===== config.mk =====
export PLATFORM = sky130hd
export DESIGN_NAME = conv_bram_mc
export DESIGN_NICKNAME = d
export VERILOG_FILES = /design/src/rtl/conv_bram_mc.sv
export SDC_FILE = /design/constraint.sdc
export NUM_CORES = 1
export LEC_CHECK = 0
export CAP_MARGIN = 20
export CELL_PAD_IN_SITES_DETAIL_PLACEMENT = 1
export CELL_PAD_IN_SITES_GLOBAL_PLACEMENT = 1
export CORE_UTILIZATION = 48
export CTS_BUF_LIST = sky130_fd_sc_hd__clkbuf_8
export DETAILED_ROUTE_END_ITERATION = 10
export PLACE_DENSITY = 0.86
export SYNTH_ARGS = -nofsm -noshare
export SYNTH_HDL_FRONTEND = slang
export SYNTH_SLANG_ARGS = --single-unit

===== constraint.sdc =====
create_clock -name ACLK -period 10.2 [get_ports ACLK]
set_input_delay 2.04 -clock ACLK [delete_from_list [all_inputs] [get_ports ACLK]]
set_output_delay 2.04 -clock ACLK [all_outputs]
set_load 0.005 [all_outputs]

===== src/rtl/conv_bram_mc.sv =====
// Multi-channel strided valid 2-D convolution over a BRAM read port.
// One sequential MAC per window; results are shifted, optionally ReLU'd,
// saturated and written to a BRAM write port one word per window.
module conv_bram_mc #(
  parameter int AXI_ADDR_BW = 10,
  parameter int AXI_DATA_BW = 32,
  parameter int DATA_BW     = 8,
  parameter int WEIGHT_BW   = 8,
  parameter int SUM_BW      = 24,
  parameter int OUT_BW      = 8,
  parameter int KERNEL_SIZE = 3,
  parameter int DATA_SIZE   = 8,
  parameter int STRIDE      = 1,
  parameter int NUM_CH      = 2,
  parameter int WEIGHT_BASE = 0,
  parameter int IMAGE_BASE  = 64,
  parameter int OUT_BASE    = 0
) (
  input  logic                   ACLK,
  input  logic                   ARESET,
  input  logic                   i_start,
  input  logic                   i_relu,
  input  logic [4:0]             i_shift,
  input  logic [AXI_DATA_BW-1:0] i_r_data,
  output logic [AXI_ADDR_BW-1:0] o_r_addr,
  output logic                   o_r_en,
  output logic [AXI_DATA_BW-1:0] o_w_data,
  output logic [AXI_ADDR_BW-1:0] o_w_addr,
  output logic                   o_w_en,
  output logic                   o_busy,
  output logic                   o_done
);

  localparam int KK     = KERNEL_SIZE * KERNEL_SIZE;
  localparam int OUT    = (DATA_SIZE - KERNEL_SIZE) / STRIDE + 1;
  localparam int IDX_BW = $clog2(KK + 1);
  localparam int KI_BW  = (KK > 1) ? $clog2(KK) : 1;
  localparam int K_BW   = (KERNEL_SIZE > 1) ? $clog2(KERNEL_SIZE) : 1;
  localparam int O_BW   = (OUT > 1) ? $clog2(OUT) : 1;
  localparam int C_BW   = (NUM_CH > 1) ? $clog2(NUM_CH) : 1;
  localparam int LOW_BW = (DATA_BW > WEIGHT_BW) ? DATA_BW : WEIGHT_BW;

  localparam logic signed [SUM_BW-1:0] SAT_MAX = SUM_BW'(2 ** (OUT_BW - 1) - 1);
  localparam logic signed [SUM_BW-1:0] SAT_MIN = SUM_BW'(-(2 ** (OUT_BW - 1)));

  localparam logic [2:0] S_IDLE   = 3'd0;
  localparam logic [2:0] S_LOAD_W = 3'd1;
  localparam logic [2:0] S_MAC    = 3'd2;
  localparam logic [2:0] S_WRITE  = 3'd3;
  localparam logic [2:0] S_DONE   = 3'd4;

  logic [2:0]               state;
  logic [IDX_BW-1:0]        idx;
  logic [IDX_BW-1:0]        rd_idx;
  logic                     rd_pend;
  logic [K_BW-1:0]          kx, ky, kx_n, ky_n;
  logic [O_BW-1:0]          ox, oy;
  logic [C_BW-1:0]          c;
  logic signed [SUM_BW-1:0] acc, acc_sum, prod;
  logic signed [DATA_BW-1:0]   pix;
  logic signed [WEIGHT_BW-1:0] wgt;
  logic signed [WEIGHT_BW-1:0] kernel [KK];
  logic                     relu_q;
  logic [4:0]               shift_q;
  logic                     unused_hi;

  function automatic logic [AXI_ADDR_BW-1:0] win_addr(input int unsigned y, input int unsigned x,
                                                      input int unsigned ky_i, input int unsigned kx_i);
    return AXI_ADDR_BW'(IMAGE_BASE + (y * STRIDE + ky_i) * DATA_SIZE + x * STRIDE + kx_i);
  endfunction

  function automatic logic [AXI_DATA_BW-1:0] post(input logic signed [SUM_BW-1:0] a,
                                                  input logic [4:0] sh, input logic rl);
    logic signed [SUM_BW-1:0] r;
    logic signed [OUT_BW-1:0] n;
    r = a >>> sh;
    if (rl && r[SUM_BW-1]) r = '0;
    if (r > SAT_MAX) r = SAT_MAX;
    else if (r < SAT_MIN) r = SAT_MIN;
    n = r[OUT_BW-1:0];
    return AXI_DATA_BW'(n);
  endfunction

  // Product of the returning pixel with the weight of the read that fetched it.
  always_comb begin
    pix       = i_r_data[DATA_BW-1:0];
    wgt       = kernel[KI_BW'(rd_idx)];
    prod      = SUM_BW'(pix) * SUM_BW'(wgt);
    acc_sum   = acc + prod;
    unused_hi = ^i_r_data[AXI_DATA_BW-1:LOW_BW];
  end

  // Next kernel position, kx fastest.
  always_comb begin
    kx_n = kx + K_BW'(1);
    ky_n = ky;
    if (kx == K_BW'(KERNEL_SIZE - 1)) begin
      kx_n = '0;
      ky_n = ky + K_BW'(1);
    end
  end

  // Kernel registers capture the weight word one cycle after its read.
  always_ff @(posedge ACLK) begin
    if (state == S_LOAD_W && rd_pend)
      kernel[KI_BW'(rd_idx)] <= i_r_data[WEIGHT_BW-1:0];
  end

  // Control FSM; outputs are registered and set one edge ahead of their cycle.
  always_ff @(posedge ACLK) begin
    if (ARESET) begin
      state    <= S_IDLE;
      idx      <= '0;
      rd_idx   <= '0;
      rd_pend  <= 1'b0;
      kx       <= '0;
      ky       <= '0;
      ox       <= '0;
      oy       <= '0;
      c        <= '0;
      acc      <= '0;
      relu_q   <= 1'b0;
      shift_q  <= '0;
      o_r_addr <= '0;
      o_r_en   <= 1'b0;
      o_w_data <= '0;
      o_w_addr <= '0;
      o_w_en   <= 1'b0;
      o_busy   <= 1'b0;
      o_done   <= 1'b0;
    end else begin
      rd_pend <= o_r_en;
      rd_idx  <= idx;
      case (state)
        S_IDLE: begin
          if (i_start) begin
            relu_q   <= i_relu;
            shift_q  <= i_shift;
            c        <= '0;
            ox       <= '0;
            oy       <= '0;
            idx      <= '0;
            o_r_en   <= 1'b1;
            o_r_addr <= AXI_ADDR_BW'(WEIGHT_BASE);
            o_busy   <= 1'b1;
            state    <= S_LOAD_W;
          end
        end
        S_LOAD_W: begin
          if (idx < IDX_BW'(KK - 1)) begin
            idx      <= idx + IDX_BW'(1);
            o_r_addr <= o_r_addr + AXI_ADDR_BW'(1);
          end else if (idx == IDX_BW'(KK - 1)) begin
            idx    <= IDX_BW'(KK);
            o_r_en <= 1'b0;
          end else begin
            idx      <= '0;
            kx       <= '0;
            ky       <= '0;
            o_r_en   <= 1'b1;
            o_r_addr <= win_addr(32'(oy), 32'(ox), 0, 0);
            state    <= S_MAC;
          end
        end
        S_MAC: begin
          // The last product is folded into the write data on the same edge
          // the accumulator absorbs it, so WRITE needs no extra cycle.
          if (o_r_en && idx == '0) acc <= '0;
          else if (rd_pend) acc <= acc_sum;
          if (idx < IDX_BW'(KK - 1)) begin
            idx      <= idx + IDX_BW'(1);
            kx       <= kx_n;
            ky       <= ky_n;
            o_r_addr <= win_addr(32'(oy), 32'(ox), 32'(ky_n), 32'(kx_n));
          end else if (idx == IDX_BW'(KK - 1)) begin
            idx    <= IDX_BW'(KK);
            o_r_en <= 1'b0;
          end else begin
            o_w_en   <= 1'b1;
            o_w_addr <= AXI_ADDR_BW'(OUT_BASE + 32'(c) * OUT * OUT + 32'(oy) * OUT + 32'(ox));
            o_w_data <= post(acc_sum, shift_q, relu_q);
            state    <= S_WRITE;
          end
        end
        S_WRITE: begin
          o_w_en <= 1'b0;
          idx    <= '0;
          kx     <= '0;
          ky     <= '0;
          o_r_en <= 1'b1;
          if (ox < O_BW'(OUT - 1)) begin
            ox       <= ox + O_BW'(1);
            o_r_addr <= win_addr(32'(oy), 32'(ox) + 1, 0, 0);
            state    <= S_MAC;
          end else if (oy < O_BW'(OUT - 1)) begin
            ox       <= '0;
            oy       <= oy + O_BW'(1);
            o_r_addr <= win_addr(32'(oy) + 1, 0, 0, 0);
            state    <= S_MAC;
          end else if (c < C_BW'(NUM_CH - 1)) begin
            ox       <= '0;
            oy       <= '0;
            c        <= c + C_BW'(1);
            o_r_addr <= AXI_ADDR_BW'(WEIGHT_BASE + (32'(c) + 1) * KK);
            state    <= S_LOAD_W;
          end else begin
            o_r_en <= 1'b0;
            o_done <= 1'b1;
            o_busy <= 1'b0;
            state  <= S_DONE;
          end
        end
        S_DONE: begin
          o_done <= 1'b0;
          state  <= S_IDLE;
        end
        default: state <= S_IDLE;
      endcase
    end
  end

endmodule


==> results.md, run 1 <==
Run status:
- The run finished with clean final reports.

Yosys:
- The synthesized netlist occupies a cell area of about 14,000 µm².
- The average instance in the mapped netlist occupies around 9.4 µm².
- The share of the Yosys chip area taken by registers is 27.7%.
- The top cell type by area accounts for approximately 16% of the synthesized area.
- The synthesized design spends more area on one cell type than any other, namely sky130_fd_sc_hd__fa_1.
- The synthesis-stage register bit count is 155.
- In this run, distinct cell masters in the synthesized netlist total 94.
- By count the netlist is led by sky130_fd_sc_hd__nor2_1 (171), sky130_fd_sc_hd__inv_1 (122), sky130_fd_sc_hd__fa_1 (109), sky130_fd_sc_hd__nand2_1 (100), sky130_fd_sc_hd__a21oi_1 (85).
- Of all flip-flops after synthesis, the portion carrying an async set or reset was 0%.
- The synthesized design contains 72 enable-type register cells.
- In the synthesized netlist the dominant register cell turns out to be sky130_fd_sc_hd__dfxtp_1.
- The Yosys step of the flow raised 0 warnings.
- By area the synthesized netlist is led by sky130_fd_sc_hd__fa_1 (16%), sky130_fd_sc_hd__edfxtp_1 (16%), sky130_fd_sc_hd__dfxtp_1 (12%), sky130_fd_sc_hd__ha_1 (6.4%), sky130_fd_sc_hd__nor2_1 (4.6%).
- Among all cell types in the netlist, the one instantiated most often is sky130_fd_sc_hd__nor2_1.
- The instance count of the mapped netlist is 1,467.

Setup path:
- Along the worst path, the maximum fanout reaches 9.
- STA classifies the critical path endpoint as a flop.
- STA puts the critical path data required time at 10,620 ps.
- The critical path is of the input port to flop type.
- For flop-to-flop paths, the worst setup slack is 920 ps.
- STA classifies the critical path startpoint as an input port.
- The signal arrival time at the worst endpoint is 9850 ps.

Worst hold path:
- The type of the tightest min-delay check is flop to flop.

Placement:
- Input and output buffers added on the ports amount to 70.
- After legalization and detailed placement, the total HPWL measured 30,300 µm.
- At the end of routability-driven placement, the weighted congestion stood at 0.941.

Clock network:
- The total clock sinks is ~160.
- The clock tree from TritonCTS is built.
- TritonCTS created 17 clock buffers.
- The number of hold buffers added after CTS was 0.
- Clock latency on the worst-skew pair, taken at its later pin, is 500 ps.
- After clock tree synthesis, the clock-pin slew on the worst setup and hold paths is 120 ps.
- The cell chosen for the clock root is sky130_fd_sc_hd__clkbuf_8.
- Post-CTS repair changed the size of 0 cells.
- Post-CTS timing repair inserted 0 buffers for setup.
- The number of buffers between clock root and the deepest sink is 2.
- The clock tree synthesis step divided the H-tree into 4 levels.

Power:
- The sequential fraction of design power is 13.7%.
- The cell area power density is roughly 320 nW/µm².
- The clock network fraction of design power is 10.3%.
- The overall power is slightly below 5 mW.
- Summed over all nets, the switching power comes to 2.63 mW.
- The internal power component is 2.18 mW.
- The switching portion of total power is 54.7%.
- Per report_power, the combinational group accounts for 76.0% of the total.
- The analysis attributes to cell leakage a power of 5.86 nW.
- IR analysis of the VDD net gives a maximum drop of 478 µV.

Timing:
- The max-slew violation count is 0.
- Setup repair after global routing left no endpoint under its margin.
- Derived from the worst setup path, the maximum achievable clock frequency is about 110 MHz.
- Subtracting the final worst setup slack from the clock period gives 9420 ps.
- The final critical path takes up 92.4% of the cycle.
- At the pin with the least slew margin, the transition time is just under 1000 ps.
- The final worst clock skew is around 24 ps.
- On the final layout, the worst hold slack is 472 ps.
- The tightest slew margin relative to the limit is a little over a third.
- The number of failing hold endpoints at the final stage is 0.
- Setup violations remaining at the end of the flow were counted as 0.
- The final total negative setup slack is 0 ps.

Die:
- The area of the core region is 28,000 µm².
- The die outline area is 29,400 µm².
- The site row count is 61.
- The initial core utilization is 49.3%.
- The number of top-level pins is 97.
- The floorplan step set the die width to 172 µm.
- The floorplan die height is 172 µm.

Finish:
- The number of diodes is 0.
- Compared with the post-synthesis result, the final layout area differs by 9.40%.
- Of the cells placed in the final design, the portion with a size suffix greater than 1 is approximately 8.2%.
- The number of fill cells is 3,206.
- The number of nets in the finished design is 1,706.

GRT:
- Global routing used approximately 29% of the available tracks across all layers.
- The via count of the first global-routing pass is 12,100.
- The final global-route overflow total is 0.
- The initial antenna violation count is 0.
- The first global-routing pass estimated roughly 65,000 µm of wire.
- The largest net degree at the start of global routing is a little under 90.

Route:
- The detailed-route vias per instance is 6.07.
- The average wire per standard cell is approximately 21 µm.
- The remaining antenna violation count after routing is 0.
- The number of DRC violations after detailed-routing iteration 0 is 823.
- The first-pass iteration count of the detailed router is 5.
- For this run, design rule violations remaining after detail routing come to 0.
- The via total after detailed routing is 11,400.
- The routed design has 40,000 µm of wire.

Job:
- The number of max-cap violations is 0.
per-layer routing:
metal	part of all wire, %	track usage [%]	vias to the layer above
li1	-	-	5214
met1	43	36.3	5791
met2	51	49.7	306
met3	3.9	3.50	78
met4	2.5	10.4	0
met5	0	0	-
flip-flops by register name, indices dropped and copies added, names as in the netlist:
register  cells
shift_q       5
rd_pend       1
ky            2
o_busy        1
kernel       72
idx           4
o_w_en        1
oy            3
kx            2
o_done        1
o_w_data      8
c             1
o_w_addr      8
acc          24
o_r_en        1
state         3
ox            3
relu_q        1
rd_idx        4
o_r_addr     10
final timing paths:
path	from	endpoint	cells after the start
worst min-delay path	o_w_addr[7]	o_w_addr[7]	2
worst max-delay path	i_r_data[7]	o_w_data[1]	22
worst max register to register	rd_idx[0]	o_w_data[1]	27
worst min register to register	o_w_addr[7]	o_w_addr[7]	2
cells in the final DEF, fill, tap and decap left out, types with 5 or more instances in the layout:
cell type,count
sky130_fd_sc_hd__nand4_1,10
sky130_fd_sc_hd__xnor2_1,23
sky130_fd_sc_hd__clkdlybuf4s50_1,69
sky130_fd_sc_hd__o21ai_0,38
sky130_fd_sc_hd__a31oi_1,12
sky130_fd_sc_hd__mux2i_1,25
sky130_fd_sc_hd__o32ai_1,5
sky130_fd_sc_hd__nor3_1,31
sky130_fd_sc_hd__fa_1,109
sky130_fd_sc_hd__nor2b_1,47
sky130_fd_sc_hd__a221o_1,7
sky130_fd_sc_hd__o211ai_1,16
sky130_fd_sc_hd__nand3_1,40
sky130_fd_sc_hd__inv_8,7
sky130_fd_sc_hd__and2_1,14
sky130_fd_sc_hd__a22oi_1,30
sky130_fd_sc_hd__nand2b_1,14
sky130_fd_sc_hd__o21a_1,13
sky130_fd_sc_hd__mux4_2,25
sky130_fd_sc_hd__o2111ai_1,6
sky130_fd_sc_hd__ha_1,71
sky130_fd_sc_hd__nor2_1,171
sky130_fd_sc_hd__nand2_1,100
sky130_fd_sc_hd__and3_1,11
sky130_fd_sc_hd__clkbuf_8,17
sky130_fd_sc_hd__a221oi_1,7
sky130_fd_sc_hd__o21ai_1,10
sky130_fd_sc_hd__a21o_1,12
sky130_fd_sc_hd__dfxtp_1,83
sky130_fd_sc_hd__edfxtp_1,72
sky130_fd_sc_hd__a21oi_1,85
sky130_fd_sc_hd__inv_1,122
sky130_fd_sc_hd__nor4_1,9
sky130_fd_sc_hd__xor2_1,14
sky130_fd_sc_hd__mux2_2,6
sky130_fd_sc_hd__o221ai_1,6
sky130_fd_sc_hd__or2_2,5
sky130_fd_sc_hd__a211oi_1,23
sky130_fd_sc_hd__buf_4,28
per-stage QoR:
stage,setup slack [ps],util (%),std cells,cell area [µm²]
2_1_floorplan,2030,-,1468,13800
3_3_place_gp,500,52.4,1843,14700
3_5_place_dp,354,52.4,1844,14700
4_1_cts,857,53.9,1876,15100
5_1_grt,310,53.9,1876,15100
6_report,775,53.9,1876,15100
worst max-delay path, stage by stage:
cell	delay (ps)
sky130_fd_sc_hd__clkdlybuf4s50_1	580
sky130_fd_sc_hd__nor2b_1	400
sky130_fd_sc_hd__fa_1	550
sky130_fd_sc_hd__inv_1	230
sky130_fd_sc_hd__fa_1	560
sky130_fd_sc_hd__inv_1	400
sky130_fd_sc_hd__fa_1	500
sky130_fd_sc_hd__fa_1	490
sky130_fd_sc_hd__ha_1	310
sky130_fd_sc_hd__ha_1	460
sky130_fd_sc_hd__a21oi_1	190
sky130_fd_sc_hd__o21ai_1	560
sky130_fd_sc_hd__o31a_1	270
sky130_fd_sc_hd__a2bb2oi_4	220
sky130_fd_sc_hd__xor2_1	510
sky130_fd_sc_hd__buf_4	280
sky130_fd_sc_hd__a21oi_1	80
sky130_fd_sc_hd__o211ai_1	160
sky130_fd_sc_hd__a2bb2oi_1	180
sky130_fd_sc_hd__nor4_2	540
sky130_fd_sc_hd__a41oi_1	230
sky130_fd_sc_hd__o31ai_1	100
final cells by class:
cell class              count  area [µm²]  area share (%)
well taps                 378         473            3.13
clock buffers              17         234            1.55
clock inverters            15         179            1.18
flip-flops and latches    155        3820            25.3
repair buffers             99         911            6.03
multi-input cells        1087        9010            59.7
inverters                 125         469            3.11
power by group through the flow:
stage / Clock (mW) / Combinational, mW / Sequential (mW)
final: 0.494 / 3.65 / 0.660
after global routing: 0.524 / 3.92 / 0.661
after CTS: 0.503 / 3.60 / 0.660
after global placement: 0 / 3.48 / 0.674
after detailed placement: 0 / 3.56 / 0.674
after floorplan: 0 / 2.60 / 0.670
logic make-up after synthesis:
family	count (synthesis)	share of synthesized area (%)
mux	57	6.54
other cells	1	0.0272
buf+inv	226	7.08
simple gates	479	16.8
compound gates	330	16.9
xor+xnor	39	2.66
fa+ha+maj	180	22.2
flops	155	27.7
(Power assumes the default switching activity.)
==> run 2: changes to the inputs <==
--- a/config.mk
+++ b/config.mk
@@ -5,12 +5,15 @@
 export SDC_FILE = /design/constraint.sdc
 export NUM_CORES = 1
 export LEC_CHECK = 0
+export ABC_CLOCK_PERIOD_IN_PS = 10200
 export CAP_MARGIN = 20
 export CELL_PAD_IN_SITES_DETAIL_PLACEMENT = 1
 export CELL_PAD_IN_SITES_GLOBAL_PLACEMENT = 1
 export CORE_UTILIZATION = 48
 export CTS_BUF_LIST = sky130_fd_sc_hd__clkbuf_8
+export CTS_CLUSTER_SIZE = 28
 export DETAILED_ROUTE_END_ITERATION = 10
+export GPL_ROUTABILITY_DRIVEN = 0
 export PLACE_DENSITY = 0.86
 export SYNTH_ARGS = -nofsm -noshare
 export SYNTH_HDL_FRONTEND = slang
==> run 2 against run 1 <==
  * Final cell count stayed put
  * Setup slack better by 8.8 ps
  * Global-route usage is 0.62 points higher
  * Clock skew is 3.7 ps higher
  * Critical path depth is 1 lower
  * Sequential share of layout area hardly changed
  * Design area is 0.13% lower
  * Worst hold slack worse by 9.7 ps
  * Routed wire length is 1.8% higher
  * Sequential power hardly changed
  * Power is 0.85% lower
  * Largest power group unchanged
  * Highest routed layer unchanged
==> results.md, run 2 (same netlist as run 1, synthesis figures left out) <==
Route:
- The number of DRC violations after detailed-routing iteration 0 is 1,133 (+38%).
- The detailed-route vias per instance is 6.16 (+1.5%).
- The remaining antenna violation count after routing came to 0 (unchanged).
- The first-pass iteration count of the detailed router is 5 (unchanged).
- The via total after detailed routing is 11,600 (+1.5%).
- The average wire per standard cell is 21.7 µm (+1.8%).
- The number of remaining DRC errors came to 0 (unchanged).
- The wire length after detailed routing was 40,800 µm (+1.8%).

Power:
- The internal power component is 2.16 mW (-0.77%).
- The clock network fraction of design power came to 10.4% (about the same).
- The sequential fraction of design power is 13.9% (+0.2 points).
- The cell area power density is 316 nW/µm² (-0.72%).
- The overall power is 4.76 mW (-0.85%).
- The maximum ir drop on the vdd rail is 606 µV (+27%).
- The net switching power is 2.61 mW (-0.92%).
- The total leakage power is 5.85 nW (-0.22%).
- The switching portion of total power was 54.7% (about the same).
- The proportion of power drawn by combinational gates came to 75.7% (-0.3 points).

Timing:
- The final worst clock skew came to 27.4 ps (+3.68 ps).
- The final critical delay including setup and external delays is 9420 ps (-8.76 ps).
- The number of failing hold endpoints at the final stage is 0 (unchanged).
- The slew at the pin closest to its max-slew limit is 983 ps (+21.8 ps).
- The worst setup slack after layout is 784 ps (+8.76 ps).
- Setup repair after global routing left no endpoint under its margin.
- The final setup violation count is 0 (unchanged).
- The final total negative setup slack is 0 ps (unchanged).
- The max-slew violation count is 0 (unchanged).
- The maximum frequency from static timing analysis was 106 MHz (about the same).
- The share of the cycle needed by the critical path after routing came to 92.3% (about the same).
- The tightest slew margin relative to the limit was 34.5% (-1.5 points).

Placement:
- The post-placement cell area is 14,700 µm² (about the same).
- The number of port buffers is 70 (unchanged).
- The half-perimeter wire length after detailed placement is 30,100 µm (-0.66%).
- The placement-stage worst setup slack is 374 ps (+19.8 ps).

GRT:
- The wire length of the first global-routing pass is 66,800 µm (+2.7%).
- The final global-route overflow total is 0 (unchanged).
- The largest net degree at the start of global routing is 89 (unchanged).
- The initial antenna violation count is 0 (unchanged).
- The via count of the first global-routing pass is 12,200 (+0.72%).
- The all-layer global routing usage came to 29.2% (+0.62 points).

Finish:
- The fraction of final layout cells with drive strength greater than 1 is 8.14% (-0.067 points).
- The top cell types in the final layout, fill and taps aside, are sky130_fd_sc_hd__nor2_1 (171), sky130_fd_sc_hd__inv_1 (122), sky130_fd_sc_hd__fa_1 (109), sky130_fd_sc_hd__nand2_1 (100), sky130_fd_sc_hd__a21oi_1 (85).
- The number of fill cells was 3,225 (+0.59%).
- The number of nets in the finished design is 1,706 (unchanged).
- The number of diodes is 0 (unchanged).
- The area overhead of the layout relative to synthesis is 9.25%.
- The commonest non-fill, non-tap cell in the layout is sky130_fd_sc_hd__nor2_1.
- In the final layout, the registers with the most flip-flops are kernel: 72 flops, acc: 24 flops, o_r_addr: 10 flops.
- The flip-flop count of the largest register after layout is 72 (unchanged).
- The cell area after layout is 15,100 µm² (-0.13%).
- Counting flops per register, the top entry is kernel.

Clock network:
- The number of buffers inserted by post-CTS setup repair is 0 (unchanged).
- The post-cts sizing count is 0 (unchanged).
- The number of buffers between clock root and the deepest sink came to 2 (unchanged).
- The total of hold buffers inserted after clock tree synthesis is 0 (unchanged).
- The later-pin clock latency in the skew report is 480 ps (-20 ps).
- The total clock buffers created by CTS is 17 (unchanged).
- The total clock sinks is 155 (unchanged).
- The H-tree level count is 4 (unchanged).
- The clock transition at the register clock pins on the worst setup and hold paths after CTS came to 100 ps (-20 ps).
- The cell chosen for the clock root is sky130_fd_sc_hd__clkbuf_8.
- TritonCTS built the clock tree.

Setup path:
- The largest fanout on the critical path was 13 (+4).
- The type of element capturing the critical path is a flop.
- The type of the worst setup path is input port to flop.
- The signal arrival time at the worst endpoint came to 9800 ps (-50 ps).
- STA classifies the critical path startpoint as an input port.
- The minimum setup slack among reg-to-reg paths came to 920 ps (about the same).
- The worst reg-to-reg path cell count was 25 (-7.4%).
- The destination of the worst register-to-register timing path is o_w_data[6].
- The critical register-to-register path startpoint is rd_idx[0].
- The worst path required time is 10,590 ps (-30 ps).

Worst hold path:
- The count of cells along the worst hold path is 2 (unchanged).
- The endpoint of the worst hold path is acc[1].
- The type of the tightest min-delay check is flop to flop.
- In this run the most critical hold path is launched from acc[1].

Run status:
- The run finished with clean final reports.

Die:
- The area of the core region came to 28,000 µm² (unchanged).
- The horizontal extent of the die came to 172 µm (unchanged).
- The number of top-level pins is 97 (unchanged).
- The initial core utilization is 49.3% (unchanged).
- The site row count is 61 (unchanged).
- The floorplan die height is 172 µm (unchanged).
- The die outline area was 29,400 µm² (unchanged).

Job:
- The number of max-cap violations came to 0 (unchanged).
run 2: changes by cell type in the layout (fill, tap and decap cells not counted):
cell                         before  now
sky130_fd_sc_hd__clkinv_4         2    1
sky130_fd_sc_hd__inv_8            7    5
sky130_fd_sc_hd__inv_6            2    4
sky130_fd_sc_hd__clkinvlp_4       0    2
sky130_fd_sc_hd__inv_12           1    0
sky130_fd_sc_hd__nor3b_2          2    1
sky130_fd_sc_hd__nor3b_1          4    5
run 2: area by class of cell:
cell class              count  area [µm²]  area share, %
inverters                 125         469           3.11
repair buffers             99         911           6.04
clock buffers              17         234           1.55
multi-input cells        1087        9010           59.7
clock inverters            15         164           1.09
well taps                 378         473           3.14
flip-flops and latches    155        3820           25.4
run 2: through the flow:
step	hold slack (ps)	instances	utilization (%)
after floorplan	432	1468	-
after global placement	441	1843	52.4
after detailed placement	447	1843	52.4
after CTS	466	1875	53.8
after global routing	482	1876	53.8
final	462	1876	53.8
run 2: power groups by stage:
stage / registers (mW) / logic, mW / clock network [mW]
3_5_place_dp: 0.674 / 3.52 / 0
6_report: 0.661 / 3.61 / 0.496
3_3_place_gp: 0.674 / 3.44 / 0
2_1_floorplan: 0.670 / 2.60 / 0
4_1_cts: 0.660 / 3.55 / 0.497
5_1_grt: 0.661 / 3.89 / 0.523
run 2: worst max-delay path: stages:
cell and delay, ps:
sky130_fd_sc_hd__clkdlybuf4s50_1 580, sky130_fd_sc_hd__nor2b_1 390, sky130_fd_sc_hd__fa_1 550, sky130_fd_sc_hd__inv_1 230, sky130_fd_sc_hd__fa_1 560, sky130_fd_sc_hd__inv_1 400, sky130_fd_sc_hd__fa_1 520, sky130_fd_sc_hd__fa_1 500
sky130_fd_sc_hd__ha_1 310, sky130_fd_sc_hd__ha_1 480, sky130_fd_sc_hd__a211oi_1 350, sky130_fd_sc_hd__o21ai_0 170, sky130_fd_sc_hd__o2bb2ai_1 160, sky130_fd_sc_hd__nor2_1 340, sky130_fd_sc_hd__o211a_1 420, sky130_fd_sc_hd__a2bb2oi_1 410
sky130_fd_sc_hd__a31oi_1 270, sky130_fd_sc_hd__o41ai_2 460, sky130_fd_sc_hd__and4b_1 410, sky130_fd_sc_hd__a41oi_1 160, sky130_fd_sc_hd__o31ai_1 100
run 2: layer usage:
layer / vias up / part of all wire [%] / track usage, %
met2: 389 / 50 / 50.8
met1: 5888 / 42 / 37.5
li1: 5205 / - / -
met5: - / 0 / 0
met3: 82 / 4.6 / 3.57
met4: 0 / 2.5 / 9.74
run 2: worst max path at each step:
stage                     start          end  slack, ps
finish              i_r_data[7]  o_w_data[6]        780
global route        i_r_data[7]  o_w_data[5]        300
CTS                 i_r_data[7]  o_w_data[6]        860
detailed placement  i_r_data[7]  o_w_data[6]        370
global placement    i_r_data[7]  o_w_data[4]        540
floorplan           i_r_data[7]  o_w_data[2]       2030
==> run 3: changes to the inputs <==
--- a/config.mk
+++ b/config.mk
@@ -9,12 +9,13 @@
 export CAP_MARGIN = 20
 export CELL_PAD_IN_SITES_DETAIL_PLACEMENT = 1
 export CELL_PAD_IN_SITES_GLOBAL_PLACEMENT = 1
+export CORE_MARGIN = 2
 export CORE_UTILIZATION = 48
 export CTS_BUF_LIST = sky130_fd_sc_hd__clkbuf_8
 export CTS_CLUSTER_SIZE = 28
 export DETAILED_ROUTE_END_ITERATION = 10
 export GPL_ROUTABILITY_DRIVEN = 0
-export PLACE_DENSITY = 0.86
+export PLACE_DENSITY_LB_ADDON = 0.08
 export SYNTH_ARGS = -nofsm -noshare
 export SYNTH_HDL_FRONTEND = slang
 export SYNTH_SLANG_ARGS = --single-unit
==> run 3 against run 2 <==
  * Sequential power barely moved
  * First-iteration DRC count decreased by 41%
  * Final cell count increased by 0.27%
  * Via count is 4.0% lower
  * Clock skew shrank 8.1 ps
  * Design area is 0.36% higher
  * Power rose by 1.8%
  * Combinational power increased by 1%
  * Routed wire length is 4.2% lower
  * Critical endpoint unchanged
  * Largest cell class unchanged
==> results.md, run 3 (same netlist as run 1, synthesis figures left out) <==
Die:
- The initial core utilization is 48.4% (-0.93 points).
- The site row count is 62 (+1.6%).
- The number of top-level pins is 97 (unchanged).
- The die outline area is 30,100 µm² (+2.3%).
- The area of the core region was 28,500 µm² (+1.9%).
- The floorplan die height was 174 µm (+1.2%).
- The horizontal extent of the die was 174 µm (+1.2%).

Route:
- The detailed-route vias per instance was 5.90 (-4.3%).
- The average wire per standard cell is 20.7 µm (-4.5%).
- The via total after detailed routing is 11,100 (-4.0%).
- The remaining antenna violation count after routing was 0 (unchanged).
- The number of DRC violations after detailed-routing iteration 0 was 673 (-41%).
- The number of remaining DRC errors is 0 (unchanged).
- The first-pass iteration count of the detailed router came to 5 (unchanged).
- The wire length after detailed routing came to 39,000 µm (-4.2%).

Timing:
- The final worst clock skew is 19.3 ps (-8.11 ps).
- The final critical delay including setup and external delays came to 9400 ps (-13.4 ps).
- The slew at the pin closest to its max-slew limit was 1000 ps (+20.9 ps).
- The final total negative setup slack was 0 ps (unchanged).
- The final setup violation count is 0 (unchanged).
- The max-slew violation count is 0 (unchanged).
- The tightest slew margin relative to the limit was 32.8% (-1.6 points).
- The share of the cycle needed by the critical path after routing is 92.2% (-0.13 points).
- Setup repair after global routing left no endpoint under its margin.
- The maximum frequency from static timing analysis is 106 MHz (+0.14%).
- The number of failing hold endpoints at the final stage was 0 (unchanged).

Finish:
- The fraction of final layout cells with drive strength greater than 1 is 8.15% (about the same).
- The library cells used most frequently in the layout, excluding fill and tap cells, are sky130_fd_sc_hd__nor2_1 (171), sky130_fd_sc_hd__inv_1 (123), sky130_fd_sc_hd__fa_1 (109), sky130_fd_sc_hd__nand2_1 (100), sky130_fd_sc_hd__a21oi_1 (85).
- kernel holds more flip-flops than any other register.
- The flip-flop count of the largest register after layout is 72 (unchanged).
- The area overhead of the layout relative to synthesis is 9.64%.
- The number of fill cells is 3,309 (+2.6%).
- The number of nets in the finished design was 1,705 (-0.059%).
- The cell area after layout is 15,100 µm² (+0.36%).
- The commonest non-fill, non-tap cell in the layout is sky130_fd_sc_hd__nor2_1.
- In the final layout, the registers with the most flip-flops are kernel: 72 flops, acc: 24 flops, o_r_addr: 10 flops.
- The number of diodes is 0 (unchanged).

Power:
- The maximum ir drop on the vdd rail is 449 µV (-26%).
- The sequential fraction of design power was 13.6% (-0.3 points).
- The net switching power is 2.59 mW (-0.61%).
- The switching portion of total power is 53.4% (-1.3 points).
- The clock network fraction of design power was 10.9% (+0.5 points).
- The total leakage power came to 5.87 nW (+0.39%).
- The internal power component is 2.26 mW (+4.7%).
- The proportion of power drawn by combinational gates is 75.4% (-0.3 points).
- The cell area power density was 320 nW/µm² (+1.5%).

Placement:
- The half-perimeter wire length after detailed placement is 29,600 µm (-1.7%).
- The post-placement cell area was 14,700 µm² (+0.11%).
- The number of port buffers is 70 (unchanged).

Clock network:
- The later-pin clock latency in the skew report is 480 ps (about the same).
- The total clock buffers created by CTS was 17 (unchanged).
- The total clock sinks is 155 (unchanged).
- The number of buffers inserted by post-CTS setup repair is 0 (unchanged).
- The H-tree level count is 4 (unchanged).
- The clock transition at the register clock pins on the worst setup and hold paths after CTS came to 110 ps (about the same).
- The total of hold buffers inserted after clock tree synthesis is 0 (unchanged).
- The clock tree from TritonCTS is built.
- The tree is rooted in a sky130_fd_sc_hd__clkbuf_8.
- The post-cts sizing count is 0 (unchanged).
- The number of buffers between clock root and the deepest sink was 2 (unchanged).

GRT:
- The via count of the first global-routing pass was 11,900 (-2.9%).
- The all-layer global routing usage is 26.7% (-2.5 points).
- The initial antenna violation count is 0 (unchanged).
- The largest net degree at the start of global routing is 88 (-1.1%).
- The final global-route overflow total was 0 (unchanged).
- The wire length of the first global-routing pass is 64,800 µm (-2.9%).

Setup path:
- The slowest cell on the critical path is sky130_fd_sc_hd__dfxtp_1.
- The delay of the slowest cell on the worst path is 950 ps (+370 ps).
- The critical path buffer and inverter count is 3 (unchanged).
- The largest fanout on the critical path was 17 (+4).
- The signal arrival time at the worst endpoint is 9800 ps (about the same).
- The category of the worst setup path launch point is a flop.
- The type of the worst setup path is flop to flop.
- The worst path required time is 10,600 ps (about the same).
- STA classifies the critical path endpoint as a flop.
- The minimum setup slack among reg-to-reg paths was 800 ps (-120 ps).
- The cell type group with the largest total delay on the critical path is compound AO/OA/AOI/OAI gates.

Worst hold path:
- The worst hold path belongs to the class flop to flop.

Job:
- The number of max-cap violations came to 0 (unchanged).

Run status:
- The flow ran to the end, and the final reports show no timing, DRC or antenna violations.
run 3: cell count changes in the layout (fill, tap and decap cells not counted), sizes merged:
cell	change
inv	-1
bufinv	+3
clkinvlp	-1
buf	-1
clkinv	-1
run 3: final timing paths:
check	start	endpoint	depth (start not counted)
max reg2reg	rd_idx[0]	o_w_data[6]	25
max	rd_idx[0]	o_w_data[6]	25
min reg2reg	acc[3]	acc[3]	2
min	acc[3]	acc[3]	2
run 3: worst reg2reg max path, cell delays in order, from the launching register on:
cell,delay (ps)
sky130_fd_sc_hd__dfxtp_1,950
sky130_fd_sc_hd__buf_4,300
sky130_fd_sc_hd__mux4_2,510
sky130_fd_sc_hd__mux2i_1,180
sky130_fd_sc_hd__nor2_1,70
sky130_fd_sc_hd__a21oi_1,770
sky130_fd_sc_hd__o21bai_1,150
sky130_fd_sc_hd__ha_1,360
sky130_fd_sc_hd__inv_1,70
sky130_fd_sc_hd__fa_1,670
sky130_fd_sc_hd__inv_1,280
sky130_fd_sc_hd__fa_1,590
sky130_fd_sc_hd__fa_1,490
sky130_fd_sc_hd__ha_1,310
sky130_fd_sc_hd__ha_1,490
sky130_fd_sc_hd__o21a_1,210
sky130_fd_sc_hd__o211ai_1,310
sky130_fd_sc_hd__a211oi_1,130
sky130_fd_sc_hd__nor2_1,330
sky130_fd_sc_hd__o211a_1,420
sky130_fd_sc_hd__a2bb2oi_1,420
sky130_fd_sc_hd__a31oi_1,240
sky130_fd_sc_hd__o41ai_2,420
sky130_fd_sc_hd__and4b_1,390
sky130_fd_sc_hd__a41oi_1,160
sky130_fd_sc_hd__o31ai_1,100
run 3: layout make-up:
class / instances / area [µm²] / share of cell area (%)
inverters: 125 / 469 / 3.10
flip-flops and latches: 155 / 3820 / 25.3
well taps: 384 / 480 / 3.17
multi-input cells: 1087 / 9020 / 59.6
repair buffers: 98 / 906 / 5.98
clock buffers: 17 / 234 / 1.55
clock inverters: 15 / 206 / 1.36
run 3: layer usage:
metal / vias up / wire length, µm / GRT usage [%]
met1: 5665 / 17500 / 35.9
met3: 38 / 1000 / 2.61
li1: 5214 / - / -
met4: 0 / 497 / 5.67
met5: - / 0 / 0
met2: 185 / 20000 / 47.0
run 3: per-stage QoR:
stage | util (%) | hold slack (ps) | setup WS [ps] | total power [mW] | std cells
2_1_floorplan | - | 432 | 2030 | 3.27 | 1468
4_1_cts | 53.0 | 469 | 716 | 4.84 | 1881
6_report | 53.0 | 467 | 798 | 4.85 | 1881
5_1_grt | 53.0 | 501 | 175 | 5.21 | 1881
3_3_place_gp | 51.5 | 442 | 522 | 4.25 | 1849
3_5_place_dp | 51.5 | 456 | 378 | 4.29 | 1849
run 3: power by group through the flow:
stage / logic, mW / clock network [mW] / registers [mW]
2_1_floorplan: 2.60 / 0 / 0.670
3_3_place_gp: 3.57 / 0 / 0.674
3_5_place_dp: 3.61 / 0 / 0.675
4_1_cts: 3.64 / 0.540 / 0.660
5_1_grt: 3.99 / 0.564 / 0.661
6_report: 3.66 / 0.531 / 0.660
